### src/rtl/anim_pkg.sv
// Shared types for the frame-rate animation sequencer: mode and FSM encodings, direction constants.
package anim_pkg;

    typedef enum logic [1:0] {
        LOOP     = 2'd0,
        ONESHOT  = 2'd1,
        PINGPONG = 2'd2,
        HOLD     = 2'd3
    } anim_mode_e;

    typedef enum logic [1:0] {
        IDLE = 2'd0,
        RUN  = 2'd1,
        DONE = 2'd2
    } anim_fsm_e;

    localparam logic DIR_UP   = 1'b0;
    localparam logic DIR_DOWN = 1'b1;

endpackage

### src/rtl/anim_sequencer_frame_tick_sync.sv
// frame_tick_sync: brings an asynchronous frame clock into the i_clk domain and emits a
// single-cycle tick per rising edge of that frame clock.
module frame_tick_sync (
    input  logic i_clk,
    input  logic i_rst,
    input  logic i_async,
    output logic o_tick_c
);

    logic r_sync1;
    logic r_sync2;
    logic r_delay;

    always_ff @(posedge i_clk or posedge i_rst) begin
        if (i_rst) begin
            r_sync1 <= 1'b0;
            r_sync2 <= 1'b0;
            r_delay <= 1'b0;
        end else begin
            r_sync1 <= i_async;
            r_sync2 <= r_sync1;
            r_delay <= r_sync2;
        end
    end

    assign o_tick_c = r_sync2 & ~r_delay;

endmodule

### src/rtl/anim_sequencer.sv
// anim_sequencer: advances an animation index every eff_period frame ticks in loop, one-shot,
// ping-pong or hold mode. Optional register override of the index under ANIM_SW_OVERRIDE_EN.
module anim_sequencer
    import anim_pkg::*;
#(
    parameter int unsigned STATE_W        = 6,
    parameter int unsigned NUM_STATES     = 32,
    parameter int unsigned CNT_W          = 6,
    parameter int unsigned DEFAULT_PERIOD = 11
) (
    input  logic               i_clk,
    input  logic               i_rst,
    input  logic               i_frame_clk,
    input  logic               i_start,
    input  logic               i_stop,
    input  logic [1:0]         i_mode,
    input  logic [CNT_W-1:0]   i_period,
`ifdef ANIM_SW_OVERRIDE_EN
    input  logic               i_sw_ovr,
    input  logic [STATE_W-1:0] i_sw,
`endif
    output logic [STATE_W-1:0] o_anim_state,
    output logic               o_busy,
    output logic               o_wrap_pulse,
    output logic               o_done
);

    localparam int unsigned IDX_W = STATE_W + 1;
    localparam logic [STATE_W-1:0] LAST = STATE_W'(NUM_STATES - 1);

    logic               w_tick;
    anim_fsm_e          r_fsm;
    anim_mode_e         r_mode;
    logic [CNT_W-1:0]   r_period;
    logic [CNT_W-1:0]   r_frame_cnt;
    logic               r_dir;
    logic [STATE_W-1:0] r_idx;
    logic               r_busy;
    logic               r_wrap;
    logic               r_done;

    frame_tick_sync u_tick (
        .i_clk    (i_clk),
        .i_rst    (i_rst),
        .i_async  (i_frame_clk),
        .o_tick_c (w_tick)
    );

    // Control FSM and index sequencing; stop beats start, start swallows a coincident tick.
    always_ff @(posedge i_clk or posedge i_rst) begin
        if (i_rst) begin
            r_fsm       <= IDLE;
            r_mode      <= LOOP;
            r_period    <= CNT_W'(DEFAULT_PERIOD);
            r_frame_cnt <= '0;
            r_dir       <= DIR_UP;
            r_idx       <= '0;
            r_busy      <= 1'b0;
            r_wrap      <= 1'b0;
            r_done      <= 1'b0;
        end else begin
            r_wrap <= 1'b0;
            r_done <= 1'b0;
            if (i_stop) begin
                r_fsm       <= IDLE;
                r_frame_cnt <= '0;
                r_dir       <= DIR_UP;
                r_idx       <= '0;
                r_busy      <= 1'b0;
            end else if (i_start) begin
                r_fsm       <= RUN;
                r_mode      <= anim_mode_e'(i_mode);
                r_period    <= (i_period == '0) ? CNT_W'(DEFAULT_PERIOD) : i_period;
                r_frame_cnt <= '0;
                r_dir       <= DIR_UP;
                r_idx       <= '0;
                r_busy      <= 1'b1;
            end else if ({1'b0, r_idx} >= IDX_W'(NUM_STATES)) begin
                r_idx <= '0;
            end else begin
                case (r_fsm)
                    IDLE: begin
                        r_idx  <= '0;
                        r_busy <= 1'b0;
                    end
                    RUN: begin
                        if (w_tick) begin
                            if (r_frame_cnt == r_period - CNT_W'(1)) begin
                                r_frame_cnt <= '0;
                                case (r_mode)
                                    LOOP: begin
                                        if (r_idx == LAST) begin
                                            r_idx  <= '0;
                                            r_wrap <= 1'b1;
                                        end else begin
                                            r_idx <= r_idx + STATE_W'(1);
                                        end
                                    end
                                    ONESHOT: begin
                                        if (r_idx == LAST) begin
                                            r_fsm  <= DONE;
                                            r_busy <= 1'b0;
                                            r_done <= 1'b1;
                                        end else begin
                                            r_idx <= r_idx + STATE_W'(1);
                                        end
                                    end
                                    PINGPONG: begin
                                        // Reverse on arriving at an end so the ends are not repeated.
                                        if (r_dir == DIR_UP) begin
                                            r_idx <= r_idx + STATE_W'(1);
                                            if (r_idx + STATE_W'(1) == LAST) begin
                                                r_dir  <= DIR_DOWN;
                                                r_wrap <= 1'b1;
                                            end
                                        end else begin
                                            r_idx <= r_idx - STATE_W'(1);
                                            if (r_idx == STATE_W'(1)) begin
                                                r_dir  <= DIR_UP;
                                                r_wrap <= 1'b1;
                                            end
                                        end
                                    end
                                    default: ;
                                endcase
                            end else begin
                                r_frame_cnt <= r_frame_cnt + CNT_W'(1);
                            end
                        end
                    end
                    DONE: r_busy <= 1'b0;
                    default: begin
                        r_fsm  <= IDLE;
                        r_idx  <= '0;
                        r_busy <= 1'b0;
                    end
                endcase
            end
        end
    end

`ifdef ANIM_SW_OVERRIDE_EN
    logic               r_ovr;
    logic [STATE_W-1:0] r_sw;

    always_ff @(posedge i_clk or posedge i_rst) begin
        if (i_rst) begin
            r_ovr <= 1'b0;
            r_sw  <= '0;
        end else begin
            r_ovr <= i_sw_ovr;
            r_sw  <= ({1'b0, i_sw} >= IDX_W'(NUM_STATES)) ? '0 : i_sw;
        end
    end

    assign o_anim_state = r_ovr ? r_sw : r_idx;
`else
    assign o_anim_state = r_idx;
`endif

    assign o_busy       = r_busy;
    assign o_wrap_pulse = r_wrap;
    assign o_done       = r_done;

endmodule

### config.mk
export PLATFORM = sky130hd
export DESIGN_NAME = anim_sequencer
export DESIGN_NICKNAME = d
export VERILOG_FILES = /design/src/rtl/anim_pkg.sv /design/src/rtl/anim_sequencer_frame_tick_sync.sv /design/src/rtl/anim_sequencer.sv
export SDC_FILE = /design/constraint.sdc
export NUM_CORES = 1
export LEC_CHECK = 0
export CORE_MARGIN = 3
export CORE_UTILIZATION = 45
export CTS_BUF_LIST = sky130_fd_sc_hd__clkbuf_16
export CTS_CLUSTER_DIAMETER = 100
export DETAILED_ROUTE_END_ITERATION = 6
export PLACE_DENSITY_LB_ADDON = 0.15
export SKIP_CTS_REPAIR_TIMING = 1
export SLEW_MARGIN = 0
export SYNTH_ARGS = -nofsm -noshare
export SYNTH_HDL_FRONTEND = slang
export SYNTH_HIERARCHICAL = 1
export SYNTH_SLANG_ARGS = --single-unit
### constraint.sdc
create_clock -name i_clk -period 2.2 [get_ports i_clk]
set_clock_uncertainty 0.1 [all_clocks]
set_input_delay 0.33 -clock i_clk [delete_from_list [all_inputs] [get_ports i_clk]]
set_output_delay 0.33 -clock i_clk [all_outputs]
set_load 0.02 [all_outputs]
==> summary.md <==
| Metric | Value |
|---|---|
| Outcome | finished, violations left |
| Failing checks | negative setup slack |
| Final Cycle Share | 1.04 |
| DRT iter0 DRCs | 210 |
| Fin worst setup slack | -0.0884 ns |
| LEAKAGE | 1.12 nW |
| CTS tree | yes |
| Post-Route Utilization | 0.659 |
| Largest net degree at the start of global routing | 27 |
| RD Place Congestion | 0.831 |
| WHS | 0.148 ns |
| Area Overhead vs Synth | 39.6% |
| CP endpoint kind | flop |
| Seq/Total Area, Yosys | 0.381 |
| Commonest cells after routing, fill and taps aside | 29 x nand2_1, 27 x buf_4, 26 x dfrtp_1 |
| First-pass GRT wire length | 7590 um |
| Die ar. | 5080 um^2 |
| Post-DP HPWL | 3340 um |
| Yosys top cell by area | dfrtp_1 |
| CP Max Fanout | 5 |
| Initial Util | 0.472 |
| Ys async rst share | 1.00 |
| Yosys reg bits | 29 |
| Int Power | 1.13 mW |
| Post-DR vias/cell | 5.64 |
| Total power | 1.56 mW |
| Relative slew slack | 0.600 |
| Synth Area per Inst | 8.51 um^2 |
| Antenna viol nets, final | 0 |
| WL per Instance | 14.8 um |
| Slew Limit Fails | 0 |
| Max frequency | 0.437 GHz |
| Final routed DRC violation total | 0 |
| Switching share of power | 0.276 |
| Die Ht | 71.2 um |
| Cells after Synth | 225 |
| Fill count | 311 |
| Max Cap Viol | 0 |
| Hold/Removal Path Class | in -> async |
| Placed cell count | 311 |
| Sw power | 0.431 mW |
| Vias in the first global route | 1605 |
| Die Wd | 71.2 um |
| Gr ovfl total | 0 |
| Diode count | 0 |
| Logic pwr share | 0.206 |
| Synth top area cells | dfrtp_1 34%, ha_1 7.2%, nand2_1 5.7% |
| Clk root buf | clkbuf_16 |
| Commonest non-fill, non-tap cell in the layout | nand2_1 |
| Slew of the pin with the lowest slew margin | 0.599 ns |
| Synth cell types | 48 |
| Fin nets | 296 |
| Io pins | 22 |
| Req. time, crit path | 2.26 ns |
| Pre-antenna DRT Iters | 4 |
| Post-synth EDFFs | 0 |
| Clock power share | 0.416 |
| Initial antenna violation count | 0 |
| Clock Latency Late Sink | 0.28 ns |
| Max VDD drop | 0.450 mV |
| Total Routing Usage GR | 0.192 |
| Yosys Warn Count | 6 |
| Cell Pwr Density | 584 nW/um^2 |
| Final std cells w/o fill | 323 |
| Worst Path Arrival | 2.35 ns |
| Count of final hold-check violations | 0 |
| Unrepaired setup endpoints after global routing | true |
| Final setup vio count | 12 |
| Clock buffer depth | 2 |
| Number of buffers created by CTS | 5 |
| Synth top area share | 0.340 |
| CTS clk-pin slew, worst paths | 0.05 ns |
| Reg power frac | 0.377 |
| Ys flop type | dfrtp_1 |
| Syn nets | 249 |
| WS Path Type | reg -> reg |
| Core area | 4060 um^2 |
| Worst setup SP type | flop |
| Min cycle time layout | 2.29 ns |
| Routed vias | 1822 |
| PortBufs | 21 |
| Layout cell share with drive strength beyond 1 | 0.271 |
| Std cell rows | 23 |
| Clock tree sinks | 29 |
| Final wirelength | 4790 um |
| H-tree lvl count | 2 |
| Mapped cell area | 1920 um^2 |
-- per-stage QoR --
stage	cell area (um^2)	setup TNS, ns	setup slack, ns
floorplan	1920	-0.0724	-0.0353
global placement	2340	-0.638	-0.116
global route	2670	-2.11	-0.186
CTS	2480	-1.31	-0.165
detailed placement	2340	-1.11	-0.152
finish	2670	-0.555	-0.0884
-- logic make-up after synthesis --
family	after synthesis	synth area share
adder cells (fa/ha/maj)	11	0.0718
AO/OA/AOI/OAI	54	0.187
flip-flops	29	0.381
AND/OR/NAND/NOR	97	0.266
XOR/XNOR	10	0.0457
buffers and inverters	24	0.0477
-- power groups by stage --
stage          Sequential [mW]  Clock [mW]  Combinational, mW
6_report                 0.589       0.650              0.322
5_1_grt                  0.593       0.692              0.360
4_1_cts                  0.587       0.669              0.260
3_5_place_dp             0.596           0              0.258
3_3_place_gp             0.595           0              0.257
2_1_floorplan            0.593           0              0.154
-- cell usage after synthesis, types with 2 or more instances --
cell,n
a211oi_1,6
a21o_1,3
a21oi_1,9
a31oi_1,4
and3_1,2
clkbuf_1,9
dfrtp_1,26
dfstp_2,3
ha_1,11
inv_1,14
nand2_1,29
nand2b_1,6
nand3_1,11
nand4_1,2
nor2_1,12
nor2b_1,3
nor3_1,9
nor4_1,3
o21ai_0,14
o22ai_1,2
o2bb2ai_1,2
o31ai_1,4
or2_1,2
or2_2,2
or3_1,2
or4_1,5
xnor2_1,4
xor2_1,6
-- layer usage --
metal  GRT usage  part of all wire  vias up
met5           0                 0        -
met3      0.0477             0.062        6
met4      0.0689             0.014        0
met2       0.282              0.46       59
li1            -                 -      901
met1       0.274              0.46      856
-- layout make-up --
type | count | area (um^2) | area share
inverter | 14 | 52.6 | 0.0197
timing repair buffer | 49 | 424 | 0.159
clock inverter | 3 | 17.5 | 0.00655
tap | 50 | 62.6 | 0.0234
sequential | 29 | 729 | 0.273
multi-input combinational | 173 | 1260 | 0.472
clock buffer | 5 | 125 | 0.0468
-- sequential cells by signal, summed over array words and instances (netlist names), 2 cells and up --
register / count
o_anim_state: 6
r_mode: 2
r_period: 6
r_fsm: 2
r_frame_cnt: 6
-- worst max-delay path: stages, from the launching register on --
cell      delay (ns)
dfstp_2         0.38
inv_2           0.08
ha_4            0.14
or3b_4          0.37
a211oi_2        0.19
nand4_1         0.20
or2_4           0.34
buf_6           0.13
nor3_2          0.17
nor3_1          0.07
-- path summary, 6_finish.rpt --
| check | startpoint | endpoint | slack, ns | depth (start not counted) |
|---|---|---|---|---|
| max | r_period[0]$_DFFE_PP1P_ | r_dir$_DFFE_PP0P_ | -0.09 | 9 |
| min | i_rst | u_tick/r_sync1$_DFF_PP0_ | 0.15 | 2 |
| max reg2reg | r_period[0]$_DFFE_PP1P_ | r_dir$_DFFE_PP0P_ | -0.09 | 9 |
| min reg2reg | u_tick/r_sync1$_DFF_PP0_ | u_tick/r_sync2$_DFF_PP0_ | 0.25 | 0 |
| max in group asynchronous | i_rst | r_period[1]$_DFFE_PP1P_ | 1.36 | 3 |
| min in group i_clk | u_tick/r_sync1$_DFF_PP0_ | u_tick/r_sync2$_DFF_PP0_ | 0.25 | 0 |
(Power assumes the default switching activity.)
